<file path="src/rtl/trail_collision_scanner_if.sv">
// Bundle of signals between the scan requester and trail_collision_scanner.
//   master : drives start, the packed trail arrays and the pig bounding box;
//            observes busy/done/hit/hit_index.
//   slave  : the scanner side of the same signals.
// Signals:
//   start                  scan request (sampled only when the scanner is idle)
//   trailX, trailY         packed cell coordinates, entry i = [BIT_WIDTH*i +: BIT_WIDTH]
//   pigX/pigX_end          pig left/right edge in pixels
//   pigY/pigY_end          pig top/bottom edge in pixels
//   busy, done, hit,       scanner status and result
//   hit_index
interface trail_collision_scanner_if #(
  parameter int TRAIL_POINTS = 16,
  parameter int BIT_WIDTH    = 5,
  parameter int IDX_W        = 4
) ();
  logic                              start;
  logic [TRAIL_POINTS*BIT_WIDTH-1:0] trailX;
  logic [TRAIL_POINTS*BIT_WIDTH-1:0] trailY;
  logic [9:0]                        pigX;
  logic [9:0]                        pigX_end;
  logic [9:0]                        pigY;
  logic [9:0]                        pigY_end;
  logic                              busy;
  logic                              done;
  logic                              hit;
  logic [IDX_W-1:0]                  hit_index;

  modport master (
    output start, trailX, trailY, pigX, pigX_end, pigY, pigY_end,
    input  busy, done, hit, hit_index
  );

  modport slave (
    input  start, trailX, trailY, pigX, pigX_end, pigY, pigY_end,
    output busy, done, hit, hit_index
  );
endinterface

</file>
<file path="src/rtl/trail_collision_scanner.sv">
// Sequential trail/pig overlap scanner.
// On an accepted start the trail arrays and pig box are snapshotted, then one
// trail entry is tested per clock. The scan exits early on the first
// overlapping entry, or after the last entry, and pulses done for one cycle.
// Ports:
//   clk  system clock
//   rst  synchronous reset, active-high (aborts a running scan, no done pulse)
//   bus  trail_collision_scanner_if.slave: start, trailX/trailY, pig box in;
//        busy, done, hit, hit_index out
module trail_collision_scanner #(
  parameter int TRAIL_POINTS = 16,
  parameter int BIT_WIDTH    = 5,
  parameter int TRAIL_WIDTH  = 20,
  parameter int IDX_W        = 4
) (
  input  logic                        clk,
  input  logic                        rst,
  trail_collision_scanner_if.slave    bus
);

  localparam logic [BIT_WIDTH-1:0] EMPTY_CELL = '1;
  localparam logic [10:0]          CELL_PX    = 11'(TRAIL_WIDTH);
  localparam logic [IDX_W-1:0]     LAST_IDX   = IDX_W'(TRAIL_POINTS - 1);

  typedef enum logic [1:0] {
    IDLE = 2'd0,
    SCAN = 2'd1,
    DONE = 2'd2
  } state_t;

  // Left/top pixel of a cell; 11 bits holds 31*TRAIL_WIDTH+TRAIL_WIDTH.
  function automatic logic [10:0] cell_px(input logic [BIT_WIDTH-1:0] c);
    return 11'(c) * CELL_PX;
  endfunction

  // One-axis overlap between pig span [lo,hi] and cell span [c, c+W].
  // Strict compares: touching an edge is not an overlap. The third term
  // catches a pig that fully covers the cell.
  function automatic logic axis_overlap(input logic [9:0]  lo,
                                        input logic [9:0]  hi,
                                        input logic [10:0] c);
    logic [10:0] lo_w;
    logic [10:0] hi_w;
    logic [10:0] c_end;
    lo_w  = {1'b0, lo};
    hi_w  = {1'b0, hi};
    c_end = c + CELL_PX;
    return ((lo_w > c) && (lo_w < c_end)) ||
           ((hi_w > c) && (hi_w < c_end)) ||
           ((lo_w <= c) && (hi_w >= c_end));
  endfunction

  state_t                            state_q, state_d;
  logic [IDX_W-1:0]                  idx_q, idx_d;
  logic                              hit_q, hit_d;
  logic [IDX_W-1:0]                  hit_index_q, hit_index_d;

  logic [TRAIL_POINTS*BIT_WIDTH-1:0] snap_x_q, snap_x_d;
  logic [TRAIL_POINTS*BIT_WIDTH-1:0] snap_y_q, snap_y_d;
  logic [9:0]                        pig_x_q, pig_x_d;
  logic [9:0]                        pig_x_end_q, pig_x_end_d;
  logic [9:0]                        pig_y_q, pig_y_d;
  logic [9:0]                        pig_y_end_q, pig_y_end_d;

  logic [BIT_WIDTH-1:0]              cur_x;
  logic [BIT_WIDTH-1:0]              cur_y;
  logic                              hit_i;

  // Entry under test this cycle, taken from the snapshot only.
  always_comb begin
    cur_x = snap_x_q[int'(idx_q)*BIT_WIDTH +: BIT_WIDTH];
    cur_y = snap_y_q[int'(idx_q)*BIT_WIDTH +: BIT_WIDTH];
    hit_i = (cur_x != EMPTY_CELL) && (cur_y != EMPTY_CELL) &&
            axis_overlap(pig_x_q, pig_x_end_q, cell_px(cur_x)) &&
            axis_overlap(pig_y_q, pig_y_end_q, cell_px(cur_y));
  end

  always_comb begin
    state_d     = state_q;
    idx_d       = idx_q;
    hit_d       = hit_q;
    hit_index_d = hit_index_q;
    snap_x_d    = snap_x_q;
    snap_y_d    = snap_y_q;
    pig_x_d     = pig_x_q;
    pig_x_end_d = pig_x_end_q;
    pig_y_d     = pig_y_q;
    pig_y_end_d = pig_y_end_q;

    unique case (state_q)
      IDLE: begin
        if (bus.start) begin
          snap_x_d    = bus.trailX;
          snap_y_d    = bus.trailY;
          pig_x_d     = bus.pigX;
          pig_x_end_d = bus.pigX_end;
          pig_y_d     = bus.pigY;
          pig_y_end_d = bus.pigY_end;
          idx_d       = '0;
          hit_d       = 1'b0;
          hit_index_d = '0;
          state_d     = SCAN;
        end
      end
      SCAN: begin
        if (hit_i) begin
          hit_d       = 1'b1;
          hit_index_d = idx_q;
          state_d     = DONE;
        end else if (idx_q == LAST_IDX) begin
          state_d     = DONE;
        end else begin
          idx_d       = idx_q + IDX_W'(1);
        end
      end
      DONE: begin
        state_d = IDLE;
      end
      default: begin
        state_d = IDLE;
      end
    endcase
  end

  // Control state: reset applies here only.
  always_ff @(posedge clk) begin
    if (rst) begin
      state_q     <= IDLE;
      idx_q       <= '0;
      hit_q       <= 1'b0;
      hit_index_q <= '0;
    end else begin
      state_q     <= state_d;
      idx_q       <= idx_d;
      hit_q       <= hit_d;
      hit_index_q <= hit_index_d;
    end
  end

  // Snapshot: only meaningful after an accepted start, so no reset.
  always_ff @(posedge clk) begin
    snap_x_q    <= snap_x_d;
    snap_y_q    <= snap_y_d;
    pig_x_q     <= pig_x_d;
    pig_x_end_q <= pig_x_end_d;
    pig_y_q     <= pig_y_d;
    pig_y_end_q <= pig_y_end_d;
  end

  assign bus.busy      = (state_q != IDLE);
  assign bus.done      = (state_q == DONE);
  assign bus.hit       = hit_q;
  assign bus.hit_index = hit_index_q;

endmodule
</file>
<file path="src/flat_wrapper.sv">
// flat-port wrapper written by rule: the top's interface ports become plain ports
module trail_collision_scanner_flat 
#(
  parameter int TRAIL_POINTS = 16,
  parameter int BIT_WIDTH    = 5,
  parameter int TRAIL_WIDTH  = 20,
  parameter int IDX_W        = 4
)
  (clk, rst, bus_start, bus_trailX, bus_trailY, bus_pigX, bus_pigX_end, bus_pigY, bus_pigY_end, bus_busy, bus_done, bus_hit, bus_hit_index);
  trail_collision_scanner_if #(.TRAIL_POINTS(TRAIL_POINTS), .BIT_WIDTH(BIT_WIDTH), .IDX_W(IDX_W)) bus_i ();
  input  logic clk;
  input  logic rst;
  input wire logic [$bits(bus_i.start)-1:0] bus_start;
  input wire logic [$bits(bus_i.trailX)-1:0] bus_trailX;
  input wire logic [$bits(bus_i.trailY)-1:0] bus_trailY;
  input wire logic [$bits(bus_i.pigX)-1:0] bus_pigX;
  input wire logic [$bits(bus_i.pigX_end)-1:0] bus_pigX_end;
  input wire logic [$bits(bus_i.pigY)-1:0] bus_pigY;
  input wire logic [$bits(bus_i.pigY_end)-1:0] bus_pigY_end;
  output wire logic [$bits(bus_i.busy)-1:0] bus_busy;
  output wire logic [$bits(bus_i.done)-1:0] bus_done;
  output wire logic [$bits(bus_i.hit)-1:0] bus_hit;
  output wire logic [$bits(bus_i.hit_index)-1:0] bus_hit_index;
  assign bus_i.start = bus_start;
  assign bus_i.trailX = bus_trailX;
  assign bus_i.trailY = bus_trailY;
  assign bus_i.pigX = bus_pigX;
  assign bus_i.pigX_end = bus_pigX_end;
  assign bus_i.pigY = bus_pigY;
  assign bus_i.pigY_end = bus_pigY_end;
  assign bus_busy = bus_i.busy;
  assign bus_done = bus_i.done;
  assign bus_hit = bus_i.hit;
  assign bus_hit_index = bus_i.hit_index;
  trail_collision_scanner #(.TRAIL_POINTS(TRAIL_POINTS), .BIT_WIDTH(BIT_WIDTH), .TRAIL_WIDTH(TRAIL_WIDTH), .IDX_W(IDX_W)) u_core (.clk(clk), .rst(rst), .bus(bus_i));
endmodule
</file>
<file path="config.mk">
export PLATFORM = sky130hd
export DESIGN_NAME = trail_collision_scanner_flat
export DESIGN_NICKNAME = d
export VERILOG_FILES = /design/src/rtl/trail_collision_scanner_if.sv /design/src/rtl/trail_collision_scanner.sv /design/src/flat_wrapper.sv
export SDC_FILE = /design/constraint.sdc
export NUM_CORES = 1
export LEC_CHECK = 0
export CAP_MARGIN = 10
export CORE_MARGIN = 2
export CORE_UTILIZATION = 45
export CTS_BUF_LIST = sky130_fd_sc_hd__clkbuf_8
export DETAILED_ROUTE_END_ITERATION = 7
export GPL_TIMING_DRIVEN = 0
export HOLD_SLACK_MARGIN = 0.05
export PLACE_DENSITY = 0.83
export SETUP_SLACK_MARGIN = 0.02
export SYNTH_ARGS = -nofsm -noshare
export SYNTH_HDL_FRONTEND = slang
export SYNTH_SLANG_ARGS = --single-unit
</file>
<file path="constraint.sdc">
create_clock -name clk -period 11.65 [get_ports clk]
set_input_delay 1.165 -clock clk [delete_from_list [all_inputs] [get_ports clk]]
set_output_delay 1.165 -clock clk [all_outputs]
set_load 0.05 [all_outputs]
</file>
==> results of run 1 <==
[layer usage]
metal	track usage	vias to the layer above
li1	-	2919
met1	0.2513	2859
met2	0.3097	216
met3	0.04102	42
met4	0.06343	0
met5	0	-
[worst register-to-register path, delay by kind of cell, from the launching register on]
family,cells,cell delay [ns]
xor+xnor,1,0.45
simple gates,4,1.34
mux,1,0.62
compound gates,6,1.01
flops,1,0.33
buf+inv,4,1.72
fa+ha+maj,4,1.24
[sequential cells by signal (all words and copies together) (netlist names)]
register / cells
u_core.snap_x_q: 80
u_core.snap_y_q: 80
u_core.pig_x_end_q: 10
u_core.pig_x_q: 10
u_core.pig_y_end_q: 10
u_core.pig_y_q: 10
u_core.bus.hit_index: 4
u_core.idx_q: 4
u_core.state_q: 2
u_core.bus.hit: 1
[worst max path at each step]
stage | startpoint | endpoint | slack [ns] | depth (start not counted)
4_1_cts | u_core.idx_q[2] | u_core.bus.hit_index[1] | 4.72 | 20
5_1_grt | u_core.idx_q[0] | u_core.idx_q[0] | 4.10 | 22
6_report | u_core.idx_q[2] | u_core.bus.hit_index[2] | 4.80 | 20
3_5_place_dp | u_core.idx_q[2] | u_core.bus.hit_index[2] | 4.76 | 20
3_3_place_gp | bus_start | u_core.idx_q[3] | 3.57 | 6
2_1_floorplan | bus_start | u_core.idx_q[2] | 5.69 | 5
[layout make-up]
cell class	count	area share
Multi-Input combinational cell	345	0.2631
Buffer	17	0.006097
Inverter	28	0.008710
Clock buffer	37	0.03939
Timing Repair Buffer	209	0.1632
Clock inverter	25	0.01084
Sequential cell	211	0.4816
Tap cell	280	0.02710
[cell usage in the layout, fill, tap and decap left out, types with 17 or more instances in the layout]
cell	count
a21oi_1	31
clkbuf_8	37
clkdlybuf4s50_1	208
edfxtp_1	200
ha_1	77
inv_1	38
mux4_2	38
nand2_1	19
nor2_1	18
o21ai_0	17
[cell families (layout without fill, tap and decap cells)]
family	count (synthesis)	count (layout)	share of synthesized area
flops	211	211	0.6345
compound gates	102	102	0.06950
simple gates	96	96	0.05280
fa+ha+maj	79	79	0.1023
mux	55	55	0.1079
buf+inv	45	316	0.01874
xor+xnor	13	13	0.01428
[power breakdown]
| group | switching, mW | total (mW) | internal, mW |
|---|---|---|---|
| Combinational | 0.711 | 1.26 | 0.553 |
| Sequential | 0.0581 | 1.10 | 1.04 |
| Clock | 0.287 | 0.606 | 0.319 |
| Total | 1.06 | 2.97 | 1.91 |
[through the flow]
step / instance area [um2] / utilization / hold WS [ns] / setup slack [ns]
2_1_floorplan: 9812 / - / 0.5912 / 5.692
5_1_grt: 12930 / 0.5980 / 0.5389 / 4.103
3_3_place_gp: 12240 / 0.5663 / 0.4935 / 3.569
6_report: 12930 / 0.5980 / 0.5101 / 4.798
4_1_cts: 12930 / 0.5980 / 0.5122 / 4.724
3_5_place_dp: 12280 / 0.5679 / 0.5040 / 4.757
==> reports/metrics.cfg, run 1 <==
[status]
status=complete, no violations

[detailed_routing]
drt_pre_antenna_iters=5
drt_iter0_markers=376
wire_per_inst_um=18.91
dr_wl_met2_um=10540
route.detailed.drc=0
wirelength_um=21790
num_vias=6036
dr_wl_met3_um=1568
wl_met1_um=9218
vias_per_cell=5.240
ant_nets=0
top_layer=met4

[critical_path]
required_ns=12.05
worstReg2RegEnd=u_core.bus.hit_index[2]
cp_num_buf_inv=4
critPathKind=flop to flop
reg2reg_depth=20
critical_path_arrival_ns=7.25
end_kind=flop
cp_common_cell=ha_1
r2r_start=u_core.idx_q[2]
rrSetupSlack_ns=4.80
critical_path.cell_chain=buf_6, clkbuf_1, buf_1, buf_2, mux4_2, ha_1, ha_1, fa_1, xnor2_1, nor3_1, nand2b_1, ha_1, o21ai_0, a21oi_1, o21a_1, o221a_2, nor4_1, nand3b_1, o211ai_1, a21oi_1
max_stage_delay_ns=0.71
cp_slowest_cell=nor4_1
path_delay_family=buffers and inverters
crit_path_start_kind=flop
cp_max_fo=10

[logic_synthesis]
synth_flop_cell=edfxtp_1
synth-async-reset-ratio=0
synth-seq-cells=211
yosysMostFrequentCell=edfxtp_1
syn_nets=883
synth_edf_count=200
syn_inst=601
ys_warn_count=0
netlist_area_um2=9812
yosysTopAreaCellShare=0.6121
yosysTopAreaCell=edfxtp_1
ys_seq_area_frac=0.6345
syn_area_per_cell_um2=16.33
ys_top_cells_by_area=edfxtp_1 61%, ha_1 9.8%, mux4_2 8.7%, dfxtp_1 2.2%, a21oi_1 1.6%
synth_cell_types=60
synth_commonest_cells=200 x edfxtp_1, 77 x ha_1, 38 x mux4_2

[timing]
min_period_ns=6.852
rsz0062_at_grt=no
fin_worst_skew_ns=0.02783
tns_ns=0
slew_headroom=0.4577
fin_crit_sh=0.5881
hold_violations=0
drv_slew=0
setup_viol=0
worstMarginPinSlew_ns=0.8060
fmax_ghz=0.1460

[global_routing]
grt_pass1_vias=6214
antenna_found_initial=0
grt_pass1_wl_um=32600
grt_usage=0.1889
grt_max_degree=149
grt-ovfl-total=0

[die]
initial_core_util=0.4538
die_w_um=151.7
core_region_area_um2=21620
io_pins=210
row_count=54
die_h_um=151.7
die_area_um2=23000

[pwr]
report.power.total_mw=2.971
p_per_area_nw_per_um2=229.8
ir_worst_vdd_v=0.0001439
p_leak_nw=4.649

[hold_path]
hold_path.class=flop to flop
hold_depth=2
hold_start=u_core.bus.hit_index[0]
worstHoldEndpoint=u_core.bus.hit_index[0]

[layout]
drive_gt1_frac=0.1147
antenna_cells=0
fillers=1643
area_delta_synth_final_pct=31.76
layout.nets=1130
stdcell_count=1152
regArea_um2=6226
multi_input_area_um2=3402

[placed_design]
dp_cells=1090
place.detailed.hpwl_um=16370
port_buffers=208
gp_congestion=0.8586

[flow_run]
cap_violations=0

[clock_tree]
cts_tree=done
post_cts_buffers=0
clockRootBuffer=clkbuf_8
cts_sinks=211
htree_levels=2
cts_hold_buf=0
clk_pin_slew_ns=0.06
cts_made_buffers=36
clk_latency_ns=0.52
cts_buffer_depth=3
cts_resized=0

No activity file was read; power rests on OpenSTA's default activity.
==> inputs of run 2 (changes only) <==
==> constraint.sdc (replaced) <==
create_clock -name clk -period 6.87 [get_ports clk]
set_input_delay 0.687 -clock clk [delete_from_list [all_inputs] [get_ports clk]]
set_output_delay 0.687 -clock clk [all_outputs]
set_load 0.05 [all_outputs]
==> run 2 against run 1 <==
Effect of this change:
- register-to-register slack worse by 4.2 ns
- highest routed layer unchanged
- largest power group unchanged
- sequential power is 70% higher
- utilization is 0.087 points higher
- critical path type unchanged
==> reports/metrics.cfg, run 2 (synthesized netlist as in run 1, its figures left out) <==
[timing]
hold_violations=0  ; unchanged
fmax_ghz=0.1586  ; was 0.1460 GHz
fin_crit_sh=0.9178  ; was 0.5881
min_period_ns=6.306  ; was 6.852 ns
slew_headroom=0.4604  ; was 0.4577
setup_viol=0  ; unchanged
fin_worst_skew_ns=0.02717  ; was 0.02783 ns
drv_slew=0  ; unchanged
rsz0062_at_grt=no  ; unchanged
worstMarginPinSlew_ns=0.8094  ; was 0.8060 ns

[clock_tree]
post_cts_buffers=0  ; unchanged
clockRootBuffer=clkbuf_8  ; unchanged
cts_buffer_depth=3  ; unchanged
clk_pin_slew_ns=0.06  ; about the same
cts_tree=done  ; unchanged
cts_made_buffers=36  ; unchanged
clk_latency_ns=0.52  ; about the same
htree_levels=2  ; unchanged
cts_sinks=211  ; unchanged

[die]
die_w_um=151.7  ; unchanged
row_count=54  ; unchanged
die_area_um2=23000  ; unchanged
die_h_um=151.7  ; unchanged
io_pins=210  ; unchanged
initial_core_util=0.4538  ; unchanged
core_region_area_um2=21620  ; unchanged

[pwr]
report.power.total_mw=5.051  ; was 2.971 mW
p_leak_nw=4.664  ; was 4.649 nW
p_comb_frac=0.427  ; was 0.426
ir_worst_vdd_v=0.0002417  ; was 0.0001439 V
p_per_area_nw_per_um2=390.1  ; was 229.8 nW/um2
internal_power_mw=3.256  ; was 1.914 mW
swShare=0.3553  ; was 0.3556
clkPwrFrac=0.204  ; about the same
p_sw_mw=1.795  ; was 1.056 mW
pwr-share-seq=0.369  ; was 0.370

[global_routing]
grt_usage=0.1887  ; was 0.1889
grt_pass1_vias=6207  ; was 6214
grt-ovfl-total=0  ; unchanged
grt_pass1_wl_um=32570  ; was 32600 um
grt_max_degree=149  ; unchanged
antenna_found_initial=0  ; unchanged

[layout]
regArea_um2=6226  ; unchanged
drive_gt1_frac=0.1206  ; was 0.1147
fillers=1641  ; was 1643
multi_input_area_um2=3416  ; was 3402 um2
layout_commonest_cell=clkdlybuf4s50_1  ; unchanged
utilization=0.5988  ; was 0.5980
layout.nets=1129  ; was 1130
final_area_um2=12950  ; was 12930 um2
area_delta_synth_final_pct=31.96  ; was 31.76%
mostFrequentLayoutCells=208 x clkdlybuf4s50_1, 200 x edfxtp_1, 77 x ha_1, 38 x inv_1, 38 x mux4_2  ; unchanged
antenna_cells=0  ; unchanged
reg.largest.list=u_core.snap_x_q: 80 flops, u_core.snap_y_q: 80 flops  ; unchanged

[detailed_routing]
drt_pre_antenna_iters=4  ; was 5
route.detailed.drc=0  ; unchanged
wirelength_um=21850  ; was 21790 um
num_vias=6040  ; was 6036
vias_per_cell=5.248  ; was 5.240
wire_per_inst_um=18.98  ; was 18.91 um
drt_iter0_markers=384  ; was 376
ant_nets=0  ; unchanged

[placed_design]
port_buffers=208  ; unchanged
gp_congestion=0.8586  ; unchanged
placed_cell_area_um2=12280  ; unchanged
place.detailed.hpwl_um=16370  ; unchanged

[flow_run]
cap_violations=0  ; unchanged

[critical_path]
path_delay_family=adder cells  ; was buffers and inverters
crit_path_start_kind=flop  ; unchanged
required_ns=7.27  ; was 12.05 ns
max_stage_delay_ns=0.55  ; was 0.71 ns
cp_common_cell=ha_1  ; unchanged
cp_max_fo=10  ; unchanged
critical_path.cell_chain=buf_2, clkbuf_4, clkbuf_4, mux4_2, mux4_2, ha_1, ha_1, fa_1, xnor2_2, nor3_1, nand2b_1, ha_1, o21ai_0, a21oi_1, o21a_1, o221a_2, nor4_2, nand3b_1, o211ai_1, a21oi_1  ; was buf_6, clkbuf_1, buf_1, buf_2, mux4_2, ha_1, ha_1, fa_1, xnor2_1, nor3_1, nand2b_1, ha_1, o21ai_0, a21oi_1, o21a_1, o221a_2, nor4_1, nand3b_1, o211ai_1, a21oi_1
cp_num_buf_inv=3  ; was 4
end_kind=flop  ; unchanged
critical_path_arrival_ns=6.70  ; was 7.25 ns
critPathKind=flop to flop  ; unchanged
cp_slowest_cell=mux4_2  ; was nor4_1

[status]
status=complete, no violations  ; unchanged

[hold_path]
hold_path.class=flop to flop  ; unchanged

## run 2: worst min-delay path, delay by kind of cell, from the launching register on
family | cells | cell delay (ns)
compound gates | 2 | 0.15
flops | 1 | 0.31
## run 2: final timing paths
check,depth (start not counted),slack (ns),to,start
max reg2reg,20,0.56,u_core.bus.hit_index[2],u_core.idx_q[0]
max,20,0.56,u_core.bus.hit_index[2],u_core.idx_q[0]
min,2,0.51,u_core.bus.hit_index[0],u_core.bus.hit_index[0]
min reg2reg,2,0.51,u_core.bus.hit_index[0],u_core.bus.hit_index[0]
## run 2: per-stage QoR
| stage | instances | setup TNS, ns | setup slack (ns) | hold slack (ns) |
|---|---|---|---|---|
| 6_report | 1151 | 0 | 0.5645 | 0.5113 |
| 5_1_grt | 1151 | 0 | 0.09528 | 0.5282 |
| 4_1_cts | 1151 | 0 | 0.1889 | 0.4935 |
| 3_5_place_dp | 1090 | -0.08676 | -0.02270 | 0.5040 |
| 3_3_place_gp | 1089 | -61.87 | -0.7331 | 0.4935 |
| 2_1_floorplan | 601 | 0 | 1.170 | 0.5912 |
## run 2: what timing repair did
action | 4_1_cts | 5_1_grt
resized for setup | 2 | 8
hold buffers | 0 | 0
endpoints found under the setup margin | 8 | 11
cloned | 0 | 0
endpoints found under the hold margin | 0 | 0
## run 2: final cells by class
cell class / instances / area share
multi-input combinational: 345 / 0.2638
clock buffer: 37 / 0.03933
timing repair buffer: 209 / 0.1629
buffer: 16 / 0.006475
sequential: 211 / 0.4809
tap: 280 / 0.02706
clock inverter: 25 / 0.01082
inverter: 28 / 0.008697
## run 2: power groups by stage
| stage | combinational, mW | clock [mW] | sequential, mW |
|---|---|---|---|
| 6_report | 2.16 | 1.03 | 1.87 |
| 5_1_grt | 2.44 | 1.11 | 1.89 |
| 4_1_cts | 2.16 | 1.06 | 1.87 |
| 3_5_place_dp | 2.14 | 0 | 1.89 |
| 3_3_place_gp | 2.09 | 0 | 1.94 |
| 2_1_floorplan | 1.56 | 0 | 1.90 |
## run 2: layer usage
layer / track usage / routed length, um / up-vias
li1: - / - / 2915
met1: 0.2505 / 9327 / 2878
met2: 0.3099 / 10520 / 206
met3: 0.04102 / 1542 / 41
met4: 0.06343 / 456 / 0
met5: 0 / 0 / -
==> inputs of run 3 (changes only) <==
--- a/config.mk
+++ b/config.mk
@@ -7,12 +7,12 @@
 export LEC_CHECK = 0
 export CAP_MARGIN = 10
 export CORE_MARGIN = 2
-export CORE_UTILIZATION = 45
+export CORE_UTILIZATION = 32
 export CTS_BUF_LIST = sky130_fd_sc_hd__clkbuf_8
 export DETAILED_ROUTE_END_ITERATION = 7
 export GPL_TIMING_DRIVEN = 0
 export HOLD_SLACK_MARGIN = 0.05
-export PLACE_DENSITY = 0.83
+export PLACE_DENSITY = 0.66
 export SETUP_SLACK_MARGIN = 0.02
 export SYNTH_ARGS = -nofsm -noshare
 export SYNTH_HDL_FRONTEND = slang
==> run 3 against run 2 <==
Effect of this change:
- utilization decreased by 17 points
- sequential power about the same
- non-clock buffer count unchanged
- power increased by 1.5%
- global-route usage decreased by 4.4 points
- worst setup slack improved by 0.032 ns
- clock power increased by 5%
- final area increased by 1.5%
- fmax increased by 0.51%
- worst hold slack got worse by 0.0043 ns
- die area increased by 39%
- critical path depth unchanged
- largest cell class unchanged
==> reports/metrics.cfg, run 3 (synthesized netlist as in run 1, its figures left out) <==
[pwr]
p_per_area_nw_per_um2=389.9  ; was 390.1 nW/um2
p_leak_nw=4.670  ; was 4.664 nW
ir_worst_vdd_v=0.0001618  ; was 0.0002417 V

[clock_tree]
cts_tree=done  ; unchanged
post_cts_buffers=0  ; unchanged
cts_made_buffers=39  ; was 36
clockRootBuffer=clkbuf_8  ; unchanged
cts_sinks=211  ; unchanged
clk_pin_slew_ns=0.07  ; was 0.06 ns
htree_levels=2  ; unchanged
clk_latency_ns=0.54  ; was 0.52 ns
cts_buffer_depth=3  ; unchanged
cts_hold_buf=0  ; unchanged

[layout]
area_delta_synth_final_pct=33.97  ; was 31.96%
layout.nets=1132  ; was 1129
mostFrequentLayoutCells=208 x clkdlybuf4s50_1, 200 x edfxtp_1, 77 x ha_1, 42 x clkbuf_8, 38 x mux4_2  ; was 208 x clkdlybuf4s50_1, 200 x edfxtp_1, 77 x ha_1, 38 x inv_1, 38 x mux4_2
drive_gt1_frac=0.1280  ; was 0.1206
reg.largest.list=u_core.snap_x_q: 80 flops, u_core.snap_y_q: 80 flops  ; unchanged
fillers=2765  ; was 1641
layout_commonest_cell=clkdlybuf4s50_1  ; unchanged
regArea_um2=6226  ; unchanged
final_area_um2=13150  ; was 12950 um2
multi_input_area_um2=3425  ; was 3416 um2
utilization=0.4320  ; was 0.5988
antenna_cells=0  ; unchanged

[global_routing]
antenna_found_initial=0  ; unchanged
grt_usage=0.1452  ; was 0.1887
grt_max_degree=120  ; was 149
grt_pass1_vias=6426  ; was 6207
grt-ovfl-total=0  ; unchanged
grt_pass1_wl_um=35020  ; was 32570 um

[critical_path]
reg2reg_depth=20  ; unchanged
critical_path.cell_chain=clkbuf_2, buf_2, buf_2, clkbuf_2, mux4_2, mux4_2, ha_1, ha_1, fa_1, xor2_1, inv_1, ha_1, a211oi_1, nor2_1, o32a_1, or3_1, o2111ai_1, o21a_4, o211ai_1, o22ai_1  ; was buf_2, clkbuf_4, clkbuf_4, mux4_2, mux4_2, ha_1, ha_1, fa_1, xnor2_2, nor3_1, nand2b_1, ha_1, o21ai_0, a21oi_1, o21a_1, o221a_2, nor4_2, nand3b_1, o211ai_1, a21oi_1
critical_path_arrival_ns=6.72  ; was 6.70 ns
cp_common_cell=ha_1  ; unchanged
required_ns=7.31  ; was 7.27 ns
max_stage_delay_ns=0.55  ; about the same
cp_max_fo=10  ; unchanged
cp_slowest_cell=mux4_2  ; unchanged
end_kind=flop  ; unchanged
crit_path_start_kind=flop  ; unchanged
critPathKind=flop to flop  ; unchanged

[status]
status=complete, no violations  ; unchanged

[placed_design]
port_buffers=208  ; unchanged
place.detailed.hpwl_um=17090  ; was 16370 um
gp_congestion=0.8198  ; was 0.8586
placed_cell_area_um2=12420  ; was 12280 um2

[timing]
fmax_ghz=0.1594  ; was 0.1586 GHz
worstMarginPinSlew_ns=0.8041  ; was 0.8094 ns
hold_violations=0  ; unchanged
rsz0062_at_grt=no  ; unchanged
min_period_ns=6.274  ; was 6.306 ns
slew_headroom=0.4639  ; was 0.4604
setup_viol=0  ; unchanged
fin_worst_skew_ns=0.03350  ; was 0.02717 ns
fin_crit_sh=0.9132  ; was 0.9178
drv_slew=0  ; unchanged

[die]
die_w_um=179.1  ; was 151.7 um
initial_core_util=0.3225  ; was 0.4538
die_area_um2=32080  ; was 23000 um2
row_count=64  ; was 54
core_region_area_um2=30430  ; was 21620 um2
die_h_um=179.1  ; was 151.7 um
io_pins=210  ; unchanged

[hold_path]
hold_path.class=flop to flop  ; unchanged
hold_depth=2  ; unchanged

[detailed_routing]
wire_per_inst_um=18.17  ; was 18.98 um
num_vias=6062  ; was 6040
drt_pre_antenna_iters=4  ; unchanged
vias_per_cell=4.769  ; was 5.248
route.detailed.drc=0  ; unchanged
wirelength_um=23090  ; was 21850 um
ant_nets=0  ; unchanged
drt_iter0_markers=259  ; was 384

[flow_run]
cap_violations=0  ; unchanged

==> run 3: changes by cell type in the layout (fill, tap and decap cells not counted) <==
cell	change
inv_6	+1
inv_1	-2
nor4_4	+1
clkinvlp_4	+4
inv_8	-2
clkbuf_8	+5
clkinv_1	-1
nor4_2	-1
bufinv_16	-1
==> run 3: worst paths after layout <==
| check | from | slack, ns | endpoint |
|---|---|---|---|
| hold reg to reg | u_core.bus.hit_index[3] | 0.51 | u_core.bus.hit_index[3] |
| setup / recovery | u_core.idx_q[1] | 0.60 | u_core.idx_q[2] |
| hold / removal | u_core.bus.hit_index[3] | 0.51 | u_core.bus.hit_index[3] |
| setup reg to reg | u_core.idx_q[1] | 0.60 | u_core.idx_q[2] |
==> run 3: cell type report <==
class                           instances  share of cell area
Timing Repair Buffer                  209              0.1605
Clock buffer                           42             0.04397
Clock inverter                         24            0.008757
Inverter                               28            0.008567
Buffer                                 16            0.006377
Sequential cell                       211              0.4736
Multi-Input combinational cell        345              0.2605
Tap cell                              396             0.03769
==> run 3: what timing repair did <==
| item | CTS | global route |
|---|---|---|
| endpoints found under the hold margin | 0 | 0 |
| gates resized for setup | 2 | 10 |
| setup endpoints to repair | 11 | 11 |
==> run 3: report_power, final <==
| part | internal (mW) | switching [mW] | total (mW) |
|---|---|---|---|
| logic | 0.956 | 1.23 | 2.18 |
| clock network | 0.564 | 0.516 | 1.08 |
| registers | 1.77 | 0.0977 | 1.86 |
| total | 3.29 | 1.84 | 5.13 |
==> run 3: per-layer routing <==
metal	global-route usage	routed length, um	vias up
li1	-	-	2917
met1	0.1891	10040	2876
met2	0.2290	10370	231
met3	0.04750	2134	38
met4	0.04671	544	0
met5	0	0	-
==> run 3: per-stage QoR <==
stage,setup TNS (ns),hold WS (ns),instances,setup slack [ns],power [mW]
floorplan,0,0.5912,601,1.170,3.457
global placement,-118.19,0.4928,1205,-1.142,4.059
detailed placement,-2.017,0.5032,1206,-0.2248,4.040
CTS,0,0.4677,1272,0.02060,5.168
global route,0,0.5036,1271,0.1469,5.566
finish,0,0.5070,1271,0.5962,5.125
==> run 3: worst max-delay path: cells and delay by family (launching register included) <==
kind | cells | cell delay, ns
XOR/XNOR | 1 | 0.28
adder cells (fa/ha/maj) | 4 | 1.27
multiplexers | 2 | 0.93
AND/OR/NAND/NOR | 2 | 0.43
AO/OA/AOI/OAI | 6 | 1.36
buffers and inverters | 5 | 1.56
flip-flops | 1 | 0.33
